===== config.mk =====
export PLATFORM = sky130hd
export DESIGN_NAME = ascon_p_round_flat
export DESIGN_NICKNAME = d
export VERILOG_FILES = /design/src/rtl/ascon_p_round_if.sv /design/src/rtl/ascon_p_round.sv /design/src/flat_wrapper.sv
export SDC_FILE = /design/constraint.sdc
export NUM_CORES = 1
export LEC_CHECK = 0
export ABC_AREA = 1
export CORE_ASPECT_RATIO = 1.2
export CORE_MARGIN = 4
export CORE_UTILIZATION = 25
export DETAILED_ROUTE_END_ITERATION = 8
export GPL_TIMING_DRIVEN = 0
export PLACE_DENSITY = 0.5
export SLEW_MARGIN = 0
export SYNTH_ARGS = -nofsm -noshare
export SYNTH_HDL_FRONTEND = slang
export SYNTH_SLANG_ARGS = --single-unit

===== constraint.sdc =====
create_clock -name clk -period 1 [get_ports clk]
set_clock_uncertainty 0.1 [all_clocks]
set_input_delay 0.3 -clock clk [delete_from_list [all_inputs] [get_ports clk]]
set_output_delay 0.3 -clock clk [all_outputs]
set_load 0.02 [all_outputs]

===== src/rtl/ascon_p_round_if.sv =====
// Bus bundle for the Ascon-p round stage: input state with round index, and the
// registered result lanes with their valid flag.
interface ascon_p_round_if;
    logic        in_valid;
    logic [3:0]  round_cnt;
    logic [63:0] x0_i;
    logic [63:0] x1_i;
    logic [63:0] x2_i;
    logic [63:0] x3_i;
    logic [63:0] x4_i;
    logic [63:0] x0_o;
    logic [63:0] x1_o;
    logic [63:0] x2_o;
    logic [63:0] x3_o;
    logic [63:0] x4_o;
    logic        out_valid;

    modport master (
        output in_valid, round_cnt, x0_i, x1_i, x2_i, x3_i, x4_i,
        input  x0_o, x1_o, x2_o, x3_o, x4_o, out_valid
    );

    modport slave (
        input  in_valid, round_cnt, x0_i, x1_i, x2_i, x3_i, x4_i,
        output x0_o, x1_o, x2_o, x3_o, x4_o, out_valid
    );
endinterface


===== src/rtl/ascon_p_round.sv =====
// Ascon-p round engine: UNROLL combinational permutation rounds feeding one
// result register; the caller owns the round counter and the state feedback.
module ascon_p_round #(
    parameter int UNROLL = 1
) (
    input logic            clk,
    input logic            rst,
    ascon_p_round_if.slave bus
);
    typedef logic [4:0][63:0] lanes_t;

    generate
        if (UNROLL < 1 || UNROLL > 3) begin : g_bad_unroll
            $error("ascon_p_round: UNROLL must be 1, 2 or 3");
        end
    endgenerate

    lanes_t nxt;
    lanes_t result;
    logic   valid_q;

    function automatic logic [63:0] ror(input logic [63:0] v, input int n);
        return (v >> n) | (v << (64 - n));
    endfunction

    // Out-of-range indices simply wrap through the 4-bit arithmetic; the core
    // never drives them, so no clamping is spent on them.
    function automatic lanes_t round_fn(input lanes_t s, input logic [3:0] k);
        lanes_t      x;
        logic [3:0]  tt;
        logic [63:0] t0, t1, t2, t3, t4;
        x  = s;
        tt = 4'd12 - k;
        x[2] = x[2] ^ {56'd0, ~tt, tt};

        x[0] = x[0] ^ x[4];
        x[4] = x[4] ^ x[3];
        x[2] = x[2] ^ x[1];
        t0 = ~x[0] & x[1];
        t1 = ~x[1] & x[2];
        t2 = ~x[2] & x[3];
        t3 = ~x[3] & x[4];
        t4 = ~x[4] & x[0];
        x[0] = x[0] ^ t1;
        x[1] = x[1] ^ t2;
        x[2] = x[2] ^ t3;
        x[3] = x[3] ^ t4;
        x[4] = x[4] ^ t0;
        x[1] = x[1] ^ x[0];
        x[0] = x[0] ^ x[4];
        x[3] = x[3] ^ x[2];
        x[2] = ~x[2];

        x[0] = x[0] ^ ror(x[0], 19) ^ ror(x[0], 28);
        x[1] = x[1] ^ ror(x[1], 61) ^ ror(x[1], 39);
        x[2] = x[2] ^ ror(x[2], 1)  ^ ror(x[2], 6);
        x[3] = x[3] ^ ror(x[3], 10) ^ ror(x[3], 17);
        x[4] = x[4] ^ ror(x[4], 7)  ^ ror(x[4], 41);
        return x;
    endfunction

    always_comb begin
        nxt = {bus.x4_i, bus.x3_i, bus.x2_i, bus.x1_i, bus.x0_i};
        for (int j = 0; j < UNROLL; j++) begin
            nxt = round_fn(nxt, bus.round_cnt - 4'(j));
        end
    end

    always_ff @(posedge clk or negedge rst) begin
        if (!rst) begin
            result  <= '0;
            valid_q <= 1'b0;
        end else begin
            valid_q <= bus.in_valid;
            if (bus.in_valid) begin
                result <= nxt;
            end
        end
    end

    assign bus.x0_o      = result[0];
    assign bus.x1_o      = result[1];
    assign bus.x2_o      = result[2];
    assign bus.x3_o      = result[3];
    assign bus.x4_o      = result[4];
    assign bus.out_valid = valid_q;
endmodule


===== src/flat_wrapper.sv =====
// flat-port wrapper written by rule: the top's interface ports become plain ports
module ascon_p_round_flat 
#(
    parameter int UNROLL = 1
)
  (clk, rst, bus_in_valid, bus_round_cnt, bus_x0_i, bus_x1_i, bus_x2_i, bus_x3_i, bus_x4_i, bus_x0_o, bus_x1_o, bus_x2_o, bus_x3_o, bus_x4_o, bus_out_valid);
  ascon_p_round_if bus_i ();
  input logic clk;
  input logic rst;
  input wire logic [$bits(bus_i.in_valid)-1:0] bus_in_valid;
  input wire logic [$bits(bus_i.round_cnt)-1:0] bus_round_cnt;
  input wire logic [$bits(bus_i.x0_i)-1:0] bus_x0_i;
  input wire logic [$bits(bus_i.x1_i)-1:0] bus_x1_i;
  input wire logic [$bits(bus_i.x2_i)-1:0] bus_x2_i;
  input wire logic [$bits(bus_i.x3_i)-1:0] bus_x3_i;
  input wire logic [$bits(bus_i.x4_i)-1:0] bus_x4_i;
  output wire logic [$bits(bus_i.x0_o)-1:0] bus_x0_o;
  output wire logic [$bits(bus_i.x1_o)-1:0] bus_x1_o;
  output wire logic [$bits(bus_i.x2_o)-1:0] bus_x2_o;
  output wire logic [$bits(bus_i.x3_o)-1:0] bus_x3_o;
  output wire logic [$bits(bus_i.x4_o)-1:0] bus_x4_o;
  output wire logic [$bits(bus_i.out_valid)-1:0] bus_out_valid;
  assign bus_i.in_valid = bus_in_valid;
  assign bus_i.round_cnt = bus_round_cnt;
  assign bus_i.x0_i = bus_x0_i;
  assign bus_i.x1_i = bus_x1_i;
  assign bus_i.x2_i = bus_x2_i;
  assign bus_i.x3_i = bus_x3_i;
  assign bus_i.x4_i = bus_x4_i;
  assign bus_x0_o = bus_i.x0_o;
  assign bus_x1_o = bus_i.x1_o;
  assign bus_x2_o = bus_i.x2_o;
  assign bus_x3_o = bus_i.x3_o;
  assign bus_x4_o = bus_i.x4_o;
  assign bus_out_valid = bus_i.out_valid;
  ascon_p_round #(.UNROLL(UNROLL)) u_core (.clk(clk), .rst(rst), .bus(bus_i));
endmodule

==> summary.md, run 1 <==
| Metric | Value |
|---|---|
| Post-synthesis cell area | 31200 sq um |
| CTS Sinks | 321 |
| Worst Path Max Fanout | 3 |
| Drt via density | 4.91 |
| Synthesis Warnings | 0 |
| CP dominant cell by count | nand2_1 |
| Failing checks | negative hold slack, negative setup slack |
| CP Data Arrival Time | 2280 ps |
| Post-DP HPWL | 175000 microns |
| Total CTS buffers | 42 |
| CTS hold repair buffers | 1 |
| Sequential element share of the synthesized area | 25.7% |
| Critical path depth | 13 |
| DIE HEIGHT | 395 microns |
| Vias in the first global route | 38200 |
| CP endpoint | u_core.bus.x3_o[48] |
| Drt drc | 0 |
| Drt wl/cell | 26.2 microns |
| Gpl congestion | 0.996 |
| Largest net degree at the start of global routing | 99 |
| Drt initial violations | 2952 |
| Worst skew pair latency | 620 ps |
| Fin. Hold Viols | 96 |
| Unique masters post-synth | 29 |
| Die X | 331 microns |
| Status | finished, violations left |
| Global-route usage over all layers | 31.5% |
| CTS tree | built |
| Reg clk slew, reported paths | 60 ps |
| Reg2reg start | u_core.bus.x2_o[3] |
| CTS max path bufs | 3 |
| Gate Count Post-Synth | 5142 |
| Max Clk Rate | 539 MHz |
| CP required | 1420 ps |
| Nets | 6919 |
| Syn avg cell area | 6.07 sq um |
| IO Count | 648 |
| Crit path kind | in -> reg |
| CP cell instances | buf_8 -> inv_12 -> ha_4 -> xor2_4 -> ha_4 -> xnor2_4 -> buf_6 -> xor2_4 -> nand2_1 -> nand2_1 -> nand2_1 -> nand3_2 -> nand2_1 |
| R2r worst-path depth | 3 |
| Vias | 40100 |
| Setup WS post-layout | -856 ps |
| Worst-margin pin slew | 911 ps |
| Post-Place Worst Slack | -2710 ps |
| Crit path buf inv count | 3 |
| Pwr dens | 1690 nW/um^2 |
| Most common cell after layout, fill and taps aside | nand2_1 |
| Max Slew Vio Count | 0 |
| Min Tclk post-route | 1860 ps |
| Crit path launch type | input pin |
| Final Cell Area | 62300 sq um |
| CP max stage delay | 310 ps |
| First-pass GRT wire length | 288000 microns |
| Leak | 0.0302 uW |
| Pre-Repair DR Iteration Count | 6 |
| Worst path slowest cell | ha_4 |
| Core Region | 124000 sq um |
| CP top delay family | XOR/XNOR gates |
| H-tree Lvls | 2 |
| RSZ-0062 raised after global routing | true |
| Initial antenna violation count | 32 |
| Commonest cells after routing, fill and taps aside | 1734 x nand2_1, 586 x nand2_2, 499 x buf_4 |
| R2r setup slk | 60 ps |
| Final setup vio count | 707 |
| Worst setup path startpoint | bus_round_cnt[1] |
| Std cell rows | 141 |
| Peak VDD IR | 1250 uV |
| Clock Root Buffer | clkbuf_16 |
| Synth Register Bits | 321 |
| Share of layout cells above drive strength 1 | 55.1% |
| Crit. End Element | register |
| Final hold slack | -433 ps |
| Die area | 131000 sq um |
| Reg2reg end | u_core.bus.x2_o[3] |
| Post-Syn Nets | 5598 |
| Worst hold path class | in -> async |
| DRT antenna net count | 0 |
| Crit share post-route | 186% |
| Slew Limit Headroom | 39.2% |
| Max_cap viols | 0 |
| IO Port Bufs | 647 |
| Grt ovf | 0 |
| Area Overhead vs Synth | 99.6% |
| Initial Util | 25.3% |
| Placed Instance Area | 45300 sq um |
| Routed WL | 214000 microns |
[repair_timing]
action | in CTS | in global routing
pin swaps | 723 | 294
buffers inserted | 420 | 211
resized for setup | 3844 | 2110
setup endpoints to repair | 726 | 726
cloned | 2 | 0
hold endpoints to repair | 97 | 96
[cells by family (layout without fill, tap and decap cells)]
logic type,Yosys count,after routing,synth area share (%)
and+or+nand+nor,3448,3448,44.6
buffers and inverters,634,1988,7.80
xor gates and xnor gates,399,399,13.1
DFF,321,321,25.7
AOI/OAI and AO/OA,211,211,3.63
adders and majority gates,129,129,5.17
other,0,26,0
[Yosys cell counts]
library cell / count / area (sq um)
nand2_1: 2733 / 10300
nand3_1: 535 / 2680
inv_1: 520 / 1950
dfrtp_1: 321 / 8030
xor2_1: 163 / 1430
xnor2_1: 160 / 1400
ha_1: 129 / 1610
o21ai_1: 95 / 475
o21ai_0: 75 / 375
nor2_1: 71 / 267
xor2_2: 63 / 1020
clkbuf_1: 51 / 191
inv_2: 41 / 154
nand2_2: 38 / 238
nand3b_1: 33 / 248
a31oi_1: 30 / 188
or2_1: 18 / 113
xnor2_2: 12 / 195
o21ai_2: 11 / 96.3
or2_0: 10 / 62.6
buf_2: 9 / 45.0
buf_1: 6 / 22.5
nand4_1: 5 / 31.3
clkbuf_8: 3 / 41.3
nand3_2: 3 / 30.0
buf_6: 2 / 22.5
clkinv_1: 2 / 7.51
nor2_2: 2 / 12.5
xor2_4: 1 / 27.5
[flip-flops by register name, indices dropped and copies added (netlist names)]
| register | count |
|---|---|
| u_core.bus.x4_o | 64 |
| u_core.bus.x1_o | 64 |
| u_core.bus.x0_o | 64 |
| u_core.bus.out_valid | 1 |
| u_core.bus.x2_o | 64 |
| u_core.bus.x3_o | 64 |
[how the worst min path moves through the flow]
stage / startpoint / endpoint / slack [ps]
final: rst / u_core.bus.x1_o[10] / -430
after global routing: rst / u_core.bus.x1_o[10] / -380
after CTS: rst / u_core.bus.x1_o[9] / -400
after detailed placement: rst / u_core.bus.x1_o[10] / 280
after global placement: u_core.bus.x3_o[41] / u_core.bus.x3_o[41] / 360
after floorplan: rst / u_core.bus.out_valid / -100
[power by group]
group          total, uW  leakage (uW)  switching (uW)  internal, uW
clock network      16700      0.000693            7240          9440
logic              68200        0.0257           38900         29200
registers          20300       0.00381            3540         16700
[routing by layer]
metal / global-route usage [%] / wire length (microns)
met5: 0 / 25
met4: 22.8 / 20300
met3: 6.60 / 16300
met2: 50.5 / 97300
met1: 37.1 / 80200
[layout make-up]
cell class                 count  area, sq um
fill                       11800        61300
multi-input combinational   4187        33300
timing repair buffer        1278        13300
sequential                   321         8060
inverter                     563         3550
tap                         1644         2060
clock buffer                  52         1130
buffer                        70          543
clock inverter                25          314
antenna                       26         65.1
[stage by stage]
step	hold slack, ps	setup TNS, ps	utilization, %	cells	power [uW]
2_1_floorplan	-95.6	-152660	-	5142	45400
3_3_place_gp	358	-6108050	36.5	7433	68200
3_5_place_dp	276	-823300	36.6	7437	68500
4_1_cts	-405	-347540	46.6	7935	95400
5_1_grt	-382	-329140	50.4	8159	109000
6_report	-433	-287950	50.4	8166	105000
No activity file was read; power rests on OpenSTA's default activity.
==> run 2, diff against run 1 <==
--- a/config.mk
+++ b/config.mk
@@ -5,13 +5,13 @@
 export SDC_FILE = /design/constraint.sdc
 export NUM_CORES = 1
 export LEC_CHECK = 0
-export ABC_AREA = 1
+export ABC_AREA = 0
 export CORE_ASPECT_RATIO = 1.2
 export CORE_MARGIN = 4
 export CORE_UTILIZATION = 25
 export DETAILED_ROUTE_END_ITERATION = 8
 export GPL_TIMING_DRIVEN = 0
-export PLACE_DENSITY = 0.5
+export PLACE_DENSITY = 0.51
 export SLEW_MARGIN = 0
 export SYNTH_ARGS = -nofsm -noshare
 export SYNTH_HDL_FRONTEND = slang
==> run 2 against run 1 <==
The flow still finishes with violations (negative hold slack, negative setup slack). Total power is 28% higher. Cell count is 36% lower. Utilization is 2.8 points higher. Die area is 17% lower. Global-route usage is 4.3 points lower. Largest cell class unchanged. Largest power group unchanged.
==> summary.md, run 2 <==
| Metric | Value |
|---|---|
| Share of layout cells above drive strength 1 | 62.3% (+7.1 points) |
| Die area | 108000 sq um (-17%) |
| Global-route usage over all layers | 27.2% (-4.3 points) |
| Failing checks | negative hold slack, negative setup slack |
| Wl on met1 | 57800 microns (-28%) |
| Drt wl/cell | 29.2 microns (+11%) |
| Max_cap viols | 0 (unchanged) |
| Finished Layout Cells | 5203 (-36%) |
| Worst-margin pin slew | 724 ps (-187 ps) |
| Crit share post-route | 198% (+13 points) |
| CTS Sinks | 321 (unchanged) |
| Drt via density | 4.54 (-7.6%) |
| Crit path kind | in -> reg |
| CP required | 1390 ps (-30 ps) |
| Reg clk slew, reported paths | 60 ps (about the same) |
| Min Tclk post-route | 1980 ps (+127 ps) |
| Met2 WL post-DR | 77600 microns (-20%) |
| Core Region | 102000 sq um (-18%) |
| Commonest cells after routing, fill and taps aside | 457 x buf_6, 367 x xnor2_1, 366 x buf_4 |
| Initial Util | 25.3% (+0.053 points) |
| Final setup vio count | 641 (-9.3%) |
| CTS tree | built |
| Post-Syn Nets | 2972 (-47%) |
| Setup WS post-layout | -982 ps (-127 ps) |
| Pwr dens | 2480 nW/um^2 (+47%) |
| Max Slew Vio Count | 0 (unchanged) |
| Grt ovf | 0 (unchanged) |
| Syn avg cell area | 10.3 sq um (+69%) |
| Area Overhead vs Synth | 110% |
| Drt drc | 0 (unchanged) |
| CP Data Arrival Time | 2370 ps (+90 ps) |
| Initial antenna violation count | 23 (-28%) |
| Largest net degree at the start of global routing | 105 (+6.1%) |
| Clock Root Buffer | clkbuf_16 |
| Unique masters post-synth | 20 (-31%) |
| Ys flop type | dfrtp_1 |
| Slew Limit Headroom | 51.4% (+12 points) |
| IO Port Bufs | 647 (unchanged) |
| Die X | 301 microns (-8.9%) |
| Std cell rows | 128 (-9.2%) |
| Synthesis Warnings | 0 (unchanged) |
| Drt initial violations | 1208 (-59%) |
| Leak | 0.0225 uW (-25%) |
| DIE HEIGHT | 360 microns (-8.9%) |
| Pre-Repair DR Iteration Count | 7 (+1) |
| RSZ-0062 raised after global routing | true |
| Top-count cell post-synth | xnor2_1 |
| H-tree Lvls | 2 (unchanged) |
| Fin. Hold Viols | 133 (+39%) |
| Placed cell count | 4531 (-39%) |
| Vias in the first global route | 25200 (-34%) |
| Gate Count Post-Synth | 2516 (-51%) |
| Worst Path Max Fanout | 3 (unchanged) |
| Peak VDD IR | 1820 uV (+46%) |
| CTS max path bufs | 3 (unchanged) |
| First-pass GRT wire length | 204000 microns (-29%) |
| EDFF count, synth | 0 (unchanged) |
| Sequential element share of the synthesized area | 31.1% (+5.4 points) |
| Routed WL | 152000 microns (-29%) |
| Crit. End Element | register |
| Met3 WL | 8300 microns (-49%) |
| Post-DP HPWL | 125000 microns (-29%) |
| Fraction of registers with async set or reset after synthesis | 100% (unchanged) |
| Final hold slack | -531 ps (-98.6 ps) |
| Max Clk Rate | 504 MHz (-6.4%) |
| Vias | 23600 (-41%) |
| Status | finished, violations left |
| Synth Register Bits | 321 (unchanged) |
| Nets | 4250 (-39%) |
| DRT antenna net count | 0 (unchanged) |
| Gpl congestion | 0.855 (-14%) |
| Worst skew pair latency | 590 ps (-30 ps) |
| Synth area leader | dfrtp_1 |
| Setup TNS | -349690 ps (-61740 ps) |
| Post-synthesis cell area | 25800 sq um (-17%) |
| Synth cell count leaders | 670 x xnor2_1, 321 x dfrtp_1, 243 x xor2_1, 215 x nor2_1, 199 x a21oi_1 |
| Worst hold path class | in -> async |
| IO Count | 648 (unchanged) |
| Total power | 135000 uW (+28%) |
| Total CTS buffers | 42 (unchanged) |
| Share of the synthesized area in the top cell type | 31.1% (-1.7 points) |
| Top sig layer | met5 |
| Top post-synthesis cells by area | dfrtp_1 31%, xnor2_1 23%, xor2_1 8.2%, mux2_2 7.5%, ha_1 6.3% |
| Crit path launch type | input pin |
| CTS hold repair buffers | 1 (unchanged) |
| Most common cell after layout, fill and taps aside | buf_6 |
## run 2: final timing paths
kind                                  endpoint  cells after the start  slack (ps)                start
max in group asynchronous  u_core.bus.x1_o[61]                      4         170                  rst
setup / recovery           u_core.bus.x0_o[47]                     12        -980     bus_round_cnt[1]
hold reg to reg            u_core.bus.x2_o[30]                      2         430  u_core.bus.x2_o[30]
min in group clk           u_core.bus.x2_o[31]                      5         190         bus_x4_i[37]
setup reg to reg           u_core.bus.x3_o[57]                      2         -70  u_core.bus.x3_o[57]
hold / removal             u_core.bus.x2_o[51]                      1        -530                  rst
## run 2: cells by family (layout without fill, tap and decap cells)
group,count (synthesis),count (layout),synth area share (%)
buffers and inverters,185,1497,2.69
and+or+nand+nor,394,394,5.84
muxes,178,178,7.74
xor gates and xnor gates,1038,1038,41.1
adders and majority gates,131,131,6.33
AOI/OAI and AO/OA,269,269,5.21
other,0,10,0
DFF,321,321,31.1
## run 2: area by class of cell
class / instances / area [sq um]
timing repair buffer: 1234 / 13300
inverter: 133 / 1220
fill: 8739 / 47800
tap: 1365 / 1710
multi-input combinational: 2010 / 28000
clock buffer: 56 / 1190
clock inverter: 22 / 330
antenna: 10 / 25.0
sequential: 321 / 8060
buffer: 52 / 383
## run 2: through the flow
stage	utilization [%]	setup slack, ps	area (sq um)	hold WS (ps)
6_report	53.2	-982	54200	-531
5_1_grt	53.2	-1000	54200	-507
4_1_cts	49.7	-1100	50700	-471
3_5_place_dp	41.1	-3590	41900	163
3_3_place_gp	41.0	-15910	41800	396
2_1_floorplan	-	-1280	33600	-95.6
## run 2: where the power goes
part           internal [uW]  switching, uW
Combinational          49900          41500
Clock                  10100           6860
Sequential             19400           6880
## run 2: worst max-delay path, stage by stage
cell and delay, ps:
buf_12 90, inv_12 30, ha_4 170, xnor2_4 160, xnor2_2 130, buf_6 150
ha_4 170, xor2_4 220, xor2_4 190, buf_12 160, xnor3_1 290, mux2_4 280
## run 2: routing by layer
metal / track usage [%] / vias up
li1: - / 10600
met1: 32.2 / 12000
met2: 49.3 / 801
met3: 4.52 / 240
met4: 9.62 / 10
met5: 0 / -
## run 2: what timing repair did
item / CTS / global route
gates resized for setup: 1875 / 1992
hold endpoints to repair: 64 / 133
pin swaps: 441 / 234
setup buffers: 376 / 213
gates cloned: 0 / 6
endpoints found under the setup margin: 751 / 829
